==> src/rtl/stopwatch_pkg.sv <==
// stopwatch_pkg: lap RAM operation codes, lap_recorder states and the shared ring-wrap helper.
package stopwatch_pkg;
    localparam logic [1:0] MEM_OP_IDLE  = 2'b00;
    localparam logic [1:0] MEM_OP_READ  = 2'b01;
    localparam logic [1:0] MEM_OP_WRITE = 2'b10;

    typedef enum logic [2:0] {
        S_IDLE,
        S_WRITE,
        S_READ,
        S_CLR_WR,
        S_CLR_GAP,
        S_GAP
    } lr_state_t;

    // Successor in the 1..limit ring; an index of 0 (nothing selected) steps to 1.
    function automatic int unsigned ring_next(input int unsigned idx, input int unsigned limit);
        return (idx >= limit) ? 32'd1 : idx + 32'd1;
    endfunction
endpackage

==> src/rtl/ring_index.sv <==
// ring_index: 1..limit wrapping counter with runtime limit; clear and reset load CLR_ONE (1 or 0).
module ring_index
    import stopwatch_pkg::*;
#(
    parameter int W       = 3,
    parameter bit CLR_ONE = 1'b1
) (
    input  logic         clk,
    input  logic         rst_n,
    input  logic [W-1:0] i_limit,
    input  logic         i_adv,
    input  logic         i_clr,
    output logic [W-1:0] o_idx
);
    logic [W-1:0] r_idx;

    always_ff @(posedge clk or negedge rst_n) begin
        if (!rst_n)
            r_idx <= W'(CLR_ONE);
        else if (i_clr)
            r_idx <= W'(CLR_ONE);
        else if (i_adv)
            r_idx <= W'(ring_next(32'(r_idx), 32'(i_limit)));
    end

    assign o_idx = r_idx;
endmodule

==> src/rtl/lap_recorder.sv <==
// lap_recorder: records lap times into the lap RAM, browses stored laps and clears the RAM,
// pacing every RAM access as one operation cycle followed by one idle cycle.
module lap_recorder
    import stopwatch_pkg::*;
#(
    parameter int MEM_SIZE = 5,
    parameter int IDX_W    = 3
) (
    input  logic             clk,
    input  logic             rst_n,
    input  logic [31:0]      time_in,
    input  logic             lap_req,
    input  logic             next_req,
    input  logic             clear_req,
    output logic [1:0]       mem_op,
    output logic [31:0]      mem_offset,
    output logic [31:0]      mem_wdata,
    input  logic [31:0]      mem_rdata,
    output logic [31:0]      view_data,
    output logic [IDX_W-1:0] view_index,
    output logic [IDX_W-1:0] lap_count,
    output logic             busy
);
    lr_state_t        r_state, w_state_nxt;
    logic [31:0]      r_offset, r_wdata, r_view_data;
    logic [IDX_W-1:0] r_lap_count, w_wr_ptr, w_view_index, w_view_next;
    logic             w_acc_clr, w_acc_lap, w_acc_next, w_clr_done;

    ring_index #(.W(IDX_W), .CLR_ONE(1'b1)) u_wr_ptr (
        .clk     (clk),
        .rst_n   (rst_n),
        .i_limit (IDX_W'(MEM_SIZE)),
        .i_adv   (r_state == S_WRITE),
        .i_clr   (w_clr_done),
        .o_idx   (w_wr_ptr)
    );

    ring_index #(.W(IDX_W), .CLR_ONE(1'b0)) u_view_idx (
        .clk     (clk),
        .rst_n   (rst_n),
        .i_limit (r_lap_count),
        .i_adv   (r_state == S_READ),
        .i_clr   (w_clr_done),
        .o_idx   (w_view_index)
    );

    assign w_view_next = IDX_W'(ring_next(32'(w_view_index), 32'(r_lap_count)));

    always_comb begin
        w_acc_clr   = (r_state == S_IDLE) && clear_req;
        w_acc_lap   = (r_state == S_IDLE) && !clear_req && lap_req;
        w_acc_next  = (r_state == S_IDLE) && !clear_req && !lap_req && next_req && (r_lap_count != '0);
        w_clr_done  = (r_state == S_CLR_GAP) && (r_offset == 32'(MEM_SIZE));
        w_state_nxt = r_state;
        case (r_state)
            S_IDLE:          w_state_nxt = w_acc_clr ? S_CLR_WR : w_acc_lap ? S_WRITE : w_acc_next ? S_READ : S_IDLE;
            S_WRITE, S_READ: w_state_nxt = S_GAP;
            S_CLR_WR:        w_state_nxt = S_CLR_GAP;
            S_CLR_GAP:       w_state_nxt = w_clr_done ? S_IDLE : S_CLR_WR;
            default:         w_state_nxt = S_IDLE;
        endcase
        mem_op = (r_state == S_WRITE || r_state == S_CLR_WR) ? MEM_OP_WRITE :
                 (r_state == S_READ) ? MEM_OP_READ : MEM_OP_IDLE;
        busy   = r_state != S_IDLE;
    end

    always_ff @(posedge clk or negedge rst_n) begin
        if (!rst_n)
            r_state <= S_IDLE;
        else
            r_state <= w_state_nxt;
    end

    // Offset doubles as the clear sweep position, so it walks 1..MEM_SIZE during a clear.
    always_ff @(posedge clk or negedge rst_n) begin
        if (!rst_n) begin
            r_offset    <= '0;
            r_wdata     <= '0;
            r_view_data <= '0;
            r_lap_count <= '0;
        end else begin
            if (w_acc_clr) begin
                r_offset <= 32'd1;
                r_wdata  <= '0;
            end
            if (w_acc_lap) begin
                r_offset <= 32'(w_wr_ptr);
                r_wdata  <= time_in;
            end
            if (w_acc_next)
                r_offset <= 32'(w_view_next);
            if (r_state == S_WRITE && r_lap_count != IDX_W'(MEM_SIZE))
                r_lap_count <= r_lap_count + IDX_W'(1);
            if (r_state == S_READ)
                r_view_data <= mem_rdata;
            if (r_state == S_CLR_GAP && !w_clr_done)
                r_offset <= r_offset + 32'd1;
            if (w_clr_done) begin
                r_lap_count <= '0;
                r_view_data <= '0;
            end
        end
    end

    assign mem_offset = r_offset;
    assign mem_wdata  = r_wdata;
    assign view_data  = r_view_data;
    assign view_index = w_view_index;
    assign lap_count  = r_lap_count;
endmodule

==> config.mk <==
export PLATFORM = sky130hd
export DESIGN_NAME = lap_recorder
export DESIGN_NICKNAME = d
export VERILOG_FILES = /design/src/rtl/stopwatch_pkg.sv /design/src/rtl/ring_index.sv /design/src/rtl/lap_recorder.sv
export SDC_FILE = /design/constraint.sdc
export NUM_CORES = 1
export LEC_CHECK = 0
export CELL_PAD_IN_SITES_DETAIL_PLACEMENT = 0
export CELL_PAD_IN_SITES_GLOBAL_PLACEMENT = 1
export CORE_MARGIN = 3
export CORE_UTILIZATION = 37
export DETAILED_ROUTE_END_ITERATION = 8
export GPL_ROUTABILITY_DRIVEN = 0
export PLACE_DENSITY = 0.92
export SLEW_MARGIN = 20
export SYNTH_ARGS = -nofsm -noshare
export SYNTH_HDL_FRONTEND = slang
export SYNTH_SLANG_ARGS = --single-unit
==> constraint.sdc <==
create_clock -name clk -period 3 [get_ports clk]
set_input_delay 0.3 -clock clk [delete_from_list [all_inputs] [get_ports clk]]
set_output_delay 0.3 -clock clk [all_outputs]
set_load 0.05 [all_outputs]
==> results of run 1 <==
## final cells by class
cell class / instances / share of cell area [%]
flip-flops and latches: 108 / 36.7
multi-input cells: 375 / 31.4
repair buffers: 183 / 24.5
clock buffers: 13 / 3.53
well taps: 176 / 2.99
inverters: 12 / 0.612
clock inverters: 3 / 0.289
## per-layer routing
layer  part of all wire, %  wire length, µm  vias up  track usage (%)
met5                     0                0        -                0
met4                   2.4              368        0             6.51
met3                   7.6             1160       27             6.44
met2                    48             7230      177             31.4
met1                    42             6410     2344             24.4
li1                      -                -     2259                -
## cell usage in the layout (no fill, tap or decap), types with 5 or more instances in the layout
cell             Yosys  layout
o21ai_0             13      13
nor3_1              11      11
buf_4                4      11
nand4_1             14      14
nand3_1             22      22
nand2_1             90      90
inv_1               11      11
ha_1                11      11
a211o_1              5       5
nor2_1              12      11
dfrtp_1            107     107
mux2i_1              6       6
nor4b_1              5       5
nor4_1              11      11
clkdlybuf4s50_1      0     171
and4_1               7       7
or4_1                6       6
a31oi_1              6       6
or3_1                5       5
a21o_1               7       7
a21oi_1             49      49
clkbuf_16            0       9
a22o_1              32      32
and3_1              10      10
## how the worst max path moves through the flow
stage | start | to | slack [ns] | cells past startpoint
after floorplan | mem_offset[0] | mem_offset[24] | 0.74 | 8
after global placement | mem_offset[1] | mem_offset[6] | 0.56 | 7
after detailed placement | mem_offset[1] | mem_offset[6] | 0.50 | 7
after CTS | mem_offset[1] | mem_offset[6] | 0.49 | 7
after global routing | mem_offset[1] | mem_offset[6] | 0.28 | 7
final | mem_offset[0] | mem_offset[6] | 0.48 | 6
## cell families (layout without fill, tap and decap cells)
logic type      after synthesis  in the layout  synth area share [%]
xor+xnor                      3              3                 0.502
flops                       108            108                  51.6
fa+ha+maj                    11             11                  2.63
compound gates              136            136                  17.5
mux                           6              6                  1.15
buf+inv                      49            211                  4.61
simple gates                219            219                  22.0
## cell usage after synthesis (all sizes together) (3+ instances only)
cell type | number | area share, %
a211o | 5 | 0.84
a21o | 7 | 1.0
a21oi | 49 | 4.7
a221o | 3 | 0.57
a22o | 32 | 5.3
a31oi | 6 | 0.72
and2 | 5 | 0.60
and3 | 10 | 1.2
and4 | 8 | 1.4
buf | 28 | 3.1
clkbuf | 9 | 0.64
dfrtp | 107 | 51
ha | 11 | 2.6
inv | 11 | 0.79
mux2i | 6 | 1.1
nand2 | 91 | 6.6
nand2b | 3 | 0.36
nand3 | 22 | 2.1
nand3b | 4 | 0.57
nand4 | 15 | 1.9
nor2 | 12 | 0.86
nor3 | 12 | 1.2
nor3b | 4 | 0.67
nor4 | 12 | 1.6
nor4b | 5 | 0.84
o21ai | 15 | 1.4
o31ai | 4 | 0.57
or3 | 5 | 0.60
or4 | 6 | 0.86
## registers in the layout, indices dropped and copies added (netlist names)
register	count
mem_offset	32
mem_wdata	32
view_data	32
r_state	3
u_view_idx.o_idx	3
u_wr_ptr.o_idx	3
lap_count	3
## power by group through the flow
stage	clock network, mW	logic [mW]	registers (mW)
CTS	1.18	0.237	1.48
floorplan	0	0.0156	1.57
finish	1.15	0.234	1.48
detailed placement	0	0.237	1.51
global route	1.24	0.248	1.48
global placement	0	0.234	1.51
## stage by stage
stage | total power [mW] | cell area [µm²] | std cells | hold slack (ns) | worst slack, ns
after floorplan | 1.58 | 5240 | 532 | 0.00441 | 0.744
after global placement | 1.74 | 7080 | 854 | 0.487 | 0.559
after detailed placement | 1.75 | 7080 | 854 | 0.491 | 0.503
after CTS | 2.90 | 7360 | 870 | 0.199 | 0.486
after global routing | 2.97 | 7370 | 870 | 0.0669 | 0.285
final | 2.87 | 7370 | 870 | -0.00123 | 0.482
==> summary.md, run 1 <==
| Metric | Value |
|---|---|
| Site row count | 42 |
| Setup Buffers After CTS | 0 |
| Die Span X | ~120 µm |
| Post-CTS resize count | 0 |
| CP arrival | 2.80 ns |
| FF/Latch Area | 2700 µm² |
| Avg WL per Cell | 17.4 µm |
| Layout cells sized above 1 | under 10% |
| CP Class | flop to flop |
| Maximum clock frequency | about 400 MHz |
| Setup TNS | 0 ns |
| Slowest stage delay, CP | 0.64 ns |
| CP Cell Sequence | ha_1 > nor4b_1 > nand4_1 > o21ai_2 > and2_1 > a221o_1 |
| R2R cell count | 6 |
| Via-per-instance ratio | 5.53 |
| Clock buffer depth | 2 |
| Initial detailed-routing violation count | 381 |
| Filler instances | 1216 |
| Total GRT Usage | 19.3% |
| Max Slew Vio Count | 0 |
| DRT Pass-1 Iters | 5 |
| Worst Path Max Fanout | 15 |
| Rel. slew slack | 28.2% |
| Multi-input gate area | 2310 µm² |
| PD cells | 389 nW/µm² |
| GRT overflow | 0 |
| Asr flop ratio synth | 100% |
| CP top delay family | simple AND/OR/NAND/NOR gates |
| Crit end category | flop |
| Status | finished with violations |
| Max_cap viols | 0 |
| Final #Nets | between 700 and 800 |
| # hold bufs at CTS | 0 |
| Die Ht | around 120 µm |
| Worst-path clk slew | ~0.07 ns |
| Failing checks | hold timing |
| Power share of the clock group | 40.2% |
| R2r endpoint | mem_offset[6] |
| Number of setup violations in the final report | 0 |
| Comb pwr share | 8.2% |
| Final period util | 83.9% |
| CTS buffer count | 9 |
| RSZ-0062 raised after global routing | false |
| Yosys reg bits | 108 |
| Clk Tree Root Cell | clkbuf_16 |
| Pin count of the biggest net entering global routing | 85 |
| Clock sink total | 108 |
| Number of flops mapped to enable cells by yosys | 0 |
| R2R Setup Slk | 0.48 ns |
| WHS | -0.00123 ns |
| Sequential cell area fraction in the yosys report | 51.6% |
| Net Count, Synth | approximately 600 |
| Minimum clock period | 2.52 ns |
| I/O pins | 174 |
| Dominant synthesized flop cell | dfrtp_1 |
| Hold Fails Final Rpt | 1 |
| Worst Hold Class | input port to async pin |
| Sequential share of power | 51.7% |
| Int Power | about 2.2 mW |
| Unique masters post-synth | 59 |
| Die area | around 16000 µm² |
| CTS H-tree lvls | 3 |
| NetSw | around 0.66 mW |
| Syn Area/Cell | between 9 and 10 µm² |
| Vias | 4807 |
| Crit start category | flop |
| Worst skew pair latency | 0.35 ns |
| Antenna violations before repair | 0 |
| Synth warn | 0 |
| Core ar. | roughly 14000 µm² |
| Post-Syn Instances | between 500 and 600 |
| Net Sw Frac | between 20% and 30% |
| Worst Max-Slew Pin Slew | 1.08 ns |
| Diodes inserted | 0 |
| Area growth syn-to-layout | 40.6% |
| Critical R2R Launch | mem_offset[0] |
| CP Data Required Time | around 3.3 ns |
| Final core utilization | 54.3% |
| Dpl hpwl | approximately 11 mm |
| WP buf/inv | 0 |
| Vias in the first global route | 4827 |
| Post-synthesis cell area | around 5200 µm² |
| Static Leakage | 3.21 nW |
| Critical path's slowest cell | and2_1 |
| CTS tree | yes |
| Buffers on Ports | about 170 |
| Global-route wire length before repair | 25.0 mm |
| DRC | 0 |
| Total routed wirelength | 15.2 mm |
| Maximum vdd ir drop | 0.300 mV |
| Post-DRT Antenna Nets | 0 |
| Skew final | 0.00771 ns |
| Initial core utilization | 38.6% |
Power figures use the tool's default switching activity.
==> run 2: changes to the inputs <==
--- a/config.mk
+++ b/config.mk
@@ -8,10 +8,10 @@
 export CELL_PAD_IN_SITES_DETAIL_PLACEMENT = 0
 export CELL_PAD_IN_SITES_GLOBAL_PLACEMENT = 1
 export CORE_MARGIN = 3
-export CORE_UTILIZATION = 37
+export CORE_UTILIZATION = 34
 export DETAILED_ROUTE_END_ITERATION = 8
 export GPL_ROUTABILITY_DRIVEN = 0
-export PLACE_DENSITY = 0.92
+export PLACE_DENSITY = 0.86
 export SLEW_MARGIN = 20
 export SYNTH_ARGS = -nofsm -noshare
 export SYNTH_HDL_FRONTEND = slang
==> constraint.sdc (replaced) <==
create_clock -name clk -period 2.4 [get_ports clk]
set_input_delay 0.24 -clock clk [delete_from_list [all_inputs] [get_ports clk]]
set_output_delay 0.24 -clock clk [all_outputs]
set_load 0.05 [all_outputs]
==> summary.md, run 2 (synthesis results as in run 1) <==
| Metric | Value |
|---|---|
| Rel. slew slack | 50.0% (+22 points) |
| Global-route wire length before repair | 25.6 mm (+2.6%) |
| Initial detailed-routing violation count | 331 (-13%) |
| Number of setup violations in the final report | 0 (unchanged) |
| Clk Tree Root Cell | clkbuf_16 |
| Worst Max-Slew Pin Slew | 0.748 ns (-0.328 ns) |
| Int Power | 2.90 mW (+32%) |
| Worst skew pair latency | 0.35 ns (about the same) |
| GRT overflow | 0 (unchanged) |
| DRT Pass-1 Iters | 5 (unchanged) |
| Via-per-instance ratio | 5.55 (+0.37%) |
| Placed insts | 871 (+2.0%) |
| Sequential share of power | 49.6% (-2.1 points) |
| Diodes inserted | 0 (unchanged) |
| Power share of the clock group | 42.4% (+2.2 points) |
| CTS H-tree lvls | 3 (unchanged) |
| Worst-path clk slew | 0.07 ns (about the same) |
| CP Data Required Time | 2.65 ns (-0.64 ns) |
| Buffers on Ports | 173 (unchanged) |
| Clock sink total | 108 (unchanged) |
| Commonest non-fill, non-tap cell in the layout | clkdlybuf4s50_1 |
| Vias | 4919 (+2.3%) |
| Die Ht | 130 µm (+4.1%) |
| Skew final | 0.00847 ns (+0.000766 ns) |
| Final period util | 93.0% (+9.1 points) |
| Setup TNS | 0 ns (unchanged) |
| Crit end category | flop |
| DRC | 0 (unchanged) |
| Total routed wirelength | 15.9 mm (+4.9%) |
| Maximum vdd ir drop | 0.457 mV (+53%) |
| Filler instances | 1327 (+9.1%) |
| Max Slew Vio Count | 0 (unchanged) |
| Crit start category | flop |
| Clock buffer depth | 2 (unchanged) |
| Static Leakage | 3.28 nW (+2.2%) |
| Pin count of the biggest net entering global routing | 43 (-49%) |
| CTS tree | yes |
| Fin cells | 887 (+2.0%) |
| Site row count | 44 (+4.8%) |
| PD cells | 496 nW/µm² (+28%) |
| CP Class | flop to flop |
| Critical R2R Launch | mem_offset[0] |
| Core ar. | 14800 µm² (+9.2%) |
| Multi-input gate area | 2310 µm² (unchanged) |
| Vias in the first global route | 4869 (+0.87%) |
| Dpl hpwl | 11.4 mm (+7.2%) |
| Initial core utilization | 35.4% (-3.3 points) |
| Maximum clock frequency | 448 MHz (+13%) |
| Worst Hold Class | input port to flop |
| Post-DRT Antenna Nets | 0 (unchanged) |
| CP arrival | 2.48 ns (-0.32 ns) |
| Hold Fails Final Rpt | 0 (-1) |
| Minimum clock period | 2.23 ns (-0.286 ns) |
| Die area | 16900 µm² (+8.4%) |
| Avg WL per Cell | 17.9 µm (+2.9%) |
| Net Sw Frac | 22.3% (-0.86 points) |
| Status | finished, final reports clean |
| RSZ-0062 raised after global routing | false |
| Comb pwr share | 8.0% (-0.2 points) |
| Worst Path Max Fanout | 11 (-4) |
| Total GRT Usage | 19.1% (-0.29 points) |
| Antenna violations before repair | 0 (unchanged) |
| Max_cap viols | 0 (unchanged) |
| Layout cells sized above 1 | 6.69% (+1.2 points) |
| Commonest non-fill, non-tap cells in the layout | clkdlybuf4s50_1 (170), dfrtp_1 (107), nand2_1 (90) |
| I/O pins | 174 (unchanged) |
| Final #Nets | 779 (+1.3%) |
| Worst hold start | mem_rdata[1] |
| NetSw | 0.833 mW (+25%) |
| CTS buffer count | 9 (unchanged) |
| Die Span X | 130 µm (+4.1%) |
| FF/Latch Area | 2700 µm² (unchanged) |
| Area growth syn-to-layout | 43.4% |
| Worst Setup SP | mem_offset[0] |
run 2: cell types whose count changed in the layout (fill, tap and decap cells not counted), sizes merged:
cell           previous run  this run
clkdlybuf4s50           171       170
dlymetal6s2s              0         1
dlygate4sd3               0         1
bufinv                    0         2
buf                      12        21
clkbuf                   13        10
run 2: worst paths after layout:
path,to,slack (ns),depth (start not counted)
max in group asynchronous,lap_count[1],1.15,3
min in group asynchronous,mem_offset[12],0.43,2
min,view_data[1],0.42,3
max reg2reg,mem_offset[28],0.17,5
max,mem_offset[28],0.17,5
min reg2reg,mem_wdata[26],0.51,1
run 2: repair_timing:
item / 4_1_cts / 5_1_grt
setup endpoints to repair: 0 / 1
endpoints found under the hold margin: 39 / 0
buffers inserted: 0 / 0
hold buffers: 1 / 0
resized for setup: 0 / 1
run 2: power groups by stage:
stage	logic (mW)	registers, mW	clock network (mW)
after global placement	0.297	1.89	0
after floorplan	0.0196	1.96	0
after global routing	0.316	1.85	1.71
after CTS	0.304	1.85	1.63
final	0.298	1.85	1.58
after detailed placement	0.301	1.89	0
run 2: layout make-up:
class | instances | area share [%]
multi-input cells | 375 | 30.7
well taps | 184 | 3.06
flip-flops and latches | 108 | 36.0
inverters | 12 | 0.599
repair buffers | 193 | 25.5
clock buffers | 10 | 3.05
clock inverters | 5 | 1.03
run 2: metal layers:
| metal | share of wire (%) | track usage [%] |
|---|---|---|
| met4 | 0.94 | 4.34 |
| met5 | 0 | 0 |
| met1 | 43 | 24.7 |
| met2 | 47 | 30.1 |
| met3 | 9.5 | 7.74 |
run 2: worst max-delay path, cell delays in order (launching register included):
cell and delay, ns:
dfrtp_1 0.46, ha_1 0.24, and3_1 0.28, nand4_2 0.28, or4_1 0.61, o311ai_1 0.26
run 2: through the flow:
| stage | area [µm²] | util [%] | hold slack (ns) | power, mW | setup WS [ns] |
|---|---|---|---|---|---|
| floorplan | 5240 | - | -0.0556 | 1.98 | 0.144 |
| global placement | 7200 | 48.6 | 0.278 | 2.18 | 0.273 |
| detailed placement | 7200 | 48.6 | 0.295 | 2.19 | 0.198 |
| CTS | 7510 | 50.7 | 0.406 | 3.78 | 0.105 |
| global route | 7510 | 50.7 | 0.407 | 3.88 | 0.0222 |
| finish | 7510 | 50.7 | 0.424 | 3.73 | 0.167 |
==> run 3: changes to the inputs <==
==> constraint.sdc (replaced) <==
create_clock -name clk -period 2.1 [get_ports clk]
set_input_delay 0.21 -clock clk [delete_from_list [all_inputs] [get_ports clk]]
set_output_delay 0.21 -clock clk [all_outputs]
set_load 0.05 [all_outputs]
==> summary.md, run 3 (synthesis results as in run 1) <==
| Metric | Value |
|---|---|
| Worst Max-Slew Pin Slew | 0.553 ns (-0.195 ns) |
| GRT overflow | 0 (unchanged) |
| Initial detailed-routing violation count | 403 (+22%) |
| DRT Pass-1 Iters | 5 (unchanged) |
| Post-DRT Antenna Nets | 0 (unchanged) |
| Total Power | 4.25 mW (+14%) |
| Crit end category | flop |
| Static Leakage | 3.56 nW (+8.6%) |
| Final core utilization | 54.7% (+4.0 points) |
| Diodes inserted | 0 (unchanged) |
| Total routed wirelength | 16.6 mm (+4.4%) |
| CP arrival | 2.29 ns (-0.19 ns) |
| PD cells | 524 nW/µm² (+5.6%) |
| Slowest stage delay, CP | 0.57 ns (-0.04 ns) |
| Area growth syn-to-layout | 54.6% |
| Status | finished, final reports clean |
| Worst-path clk slew | 0.07 ns (about the same) |
| Site row count | 44 (unchanged) |
| DRC | 0 (unchanged) |
| Final #Nets | 833 (+6.9%) |
| Global-route wire length before repair | 25.4 mm (-0.81%) |
| Hold Fails Final Rpt | 0 (unchanged) |
| Layout cells sized above 1 | 16.0% (+9.3 points) |
| Die area | 16900 µm² (unchanged) |
| Worst skew pair latency | 0.36 ns (about the same) |
| CP Cell Sequence | or4_1 > nor4_4 > nand4_1 > buf_4 > nor2_4 > clkbuf_16 > a21oi_1 |
| Vias | 5129 (+4.3%) |
| Pin count of the biggest net entering global routing | 44 (+2.3%) |
| Critical path's slowest cell | or4_1 |
| Clk Tree Root Cell | clkbuf_16 |
| Final period util | 97.3% (+4.3 points) |
| Buffers on Ports | 173 (unchanged) |
| Clock buffer depth | 2 (unchanged) |
| Max_cap viols | 0 (unchanged) |
| Rel. slew slack | 63.0% (+13 points) |
| Avg WL per Cell | 17.6 µm (-1.7%) |
| CP Data Required Time | 2.35 ns (-0.30 ns) |
| Clock sink total | 108 (unchanged) |
| Maximum vdd ir drop | 0.394 mV (-14%) |
| Initial core utilization | 35.4% (unchanged) |
| CP Class | flop to flop |
| R2R cell count | 7 (+2) |
| Max Slew Vio Count | 0 (unchanged) |
| Die Ht | 130 µm (unchanged) |
| Crit start category | flop |
| R2R Setup Slk | 0.06 ns (-0.11 ns) |
| Worst Path Max Fanout | 20 (+9) |
| Filler instances | 1295 (-2.4%) |
| Setup TNS | 0 ns (unchanged) |
| CTS buffer count | 9 (unchanged) |
| Total GRT Usage | 19.0% (-0.032 points) |
| Critical R2R Launch | mem_offset[25] |
| I/O pins | 174 (unchanged) |
| Commonest non-fill, non-tap cell in the layout | clkdlybuf4s50_1 |
| FF/Latch Area | 2710 µm² (+0.28%) |
| CTS H-tree lvls | 3 (unchanged) |
| Core ar. | 14800 µm² (unchanged) |
| Commonest non-fill, non-tap cells in the layout | clkdlybuf4s50_1 (169), dfrtp_1 (101), nand2_1 (90) |
| R2r endpoint | view_data[7] |
| Number of setup violations in the final report | 0 (unchanged) |
| Skew final | 0.0115 ns (+0.00304 ns) |
| CTS tree | yes |
| Antenna violations before repair | 0 (unchanged) |
| Via-per-instance ratio | 5.44 (-1.8%) |
| Vias in the first global route | 5047 (+3.7%) |
| Die Span X | 130 µm (unchanged) |
| Maximum clock frequency | 489 MHz (+9.3%) |
| Minimum clock period | 2.04 ns (-0.190 ns) |
| Dpl hpwl | 12.1 mm (+6.1%) |
| Multi-input gate area | 2390 µm² (+3.5%) |
| Worst Hold Class | input port to async pin |
## run 3: changes by cell type in the layout (fill, tap and decap cells not counted), moves of 4 or more
cell     change
buf_4       +49
dfrtp_1      -6
dfrtp_2      +6
buf_12       +4
## run 3: area by class of cell
| type | instances | area share [%] |
|---|---|---|
| inverter | 12 | 0.602 |
| clock inverter | 4 | 0.695 |
| multi-input combinational | 375 | 29.5 |
| timing repair buffer | 247 | 29.7 |
| tap | 184 | 2.84 |
| clock buffer | 12 | 3.17 |
| sequential | 108 | 33.5 |
## run 3: metrics by stage
step | area, µm² | instances | hold WS (ns) | worst slack [ns]
detailed placement | 7610 | 919 | 0.220 | -0.0456
floorplan | 5250 | 532 | -0.0856 | 0.0148
finish | 8100 | 942 | 0.380 | 0.0569
global placement | 7610 | 919 | 0.222 | 0.0271
global route | 8100 | 942 | 0.374 | -0.0265
CTS | 7950 | 936 | 0.373 | 0.00800
## run 3: worst max path at each step
stage,cells past startpoint,end,start,slack (ns)
global placement,6,mem_offset[28],mem_offset[1],0.03
finish,7,view_data[7],mem_offset[25],0.06
CTS,9,mem_offset[6],lap_count[0],0.008
floorplan,6,mem_offset[24],mem_offset[6],0.01
global route,7,u_view_idx.o_idx[0],mem_offset[25],-0.03
detailed placement,6,mem_offset[28],mem_offset[1],-0.05
## run 3: per-layer routing
metal | track usage, % | wire length (µm)
met2 | 30.9 | 7980
met4 | 5.68 | 331
met3 | 7.65 | 1440
met5 | 0 | 0
met1 | 23.3 | 6860
## run 3: worst max-delay path: cells and delay by family, from the launching register on
family | cells | cell delay, ns
buf+inv | 2 | 0.40
flops | 1 | 0.42
simple gates | 4 | 1.04
compound gates | 1 | 0.06
## run 3: timing repair
| item | in CTS | in global routing |
|---|---|---|
| pin swaps | 0 | 5 |
| endpoints found under the setup margin | 3 | 67 |
| hold buffers | 1 | 0 |
| endpoints found under the hold margin | 35 | 0 |
| gates resized for setup | 3 | 17 |
| gates cloned | 0 | 2 |
| buffers inserted | 0 | 4 |
## run 3: where the power goes
group,switching [mW],internal (mW)
logic,0.169,0.176
clock network,0.787,1.00
registers,0.0135,2.10
total,0.969,3.28
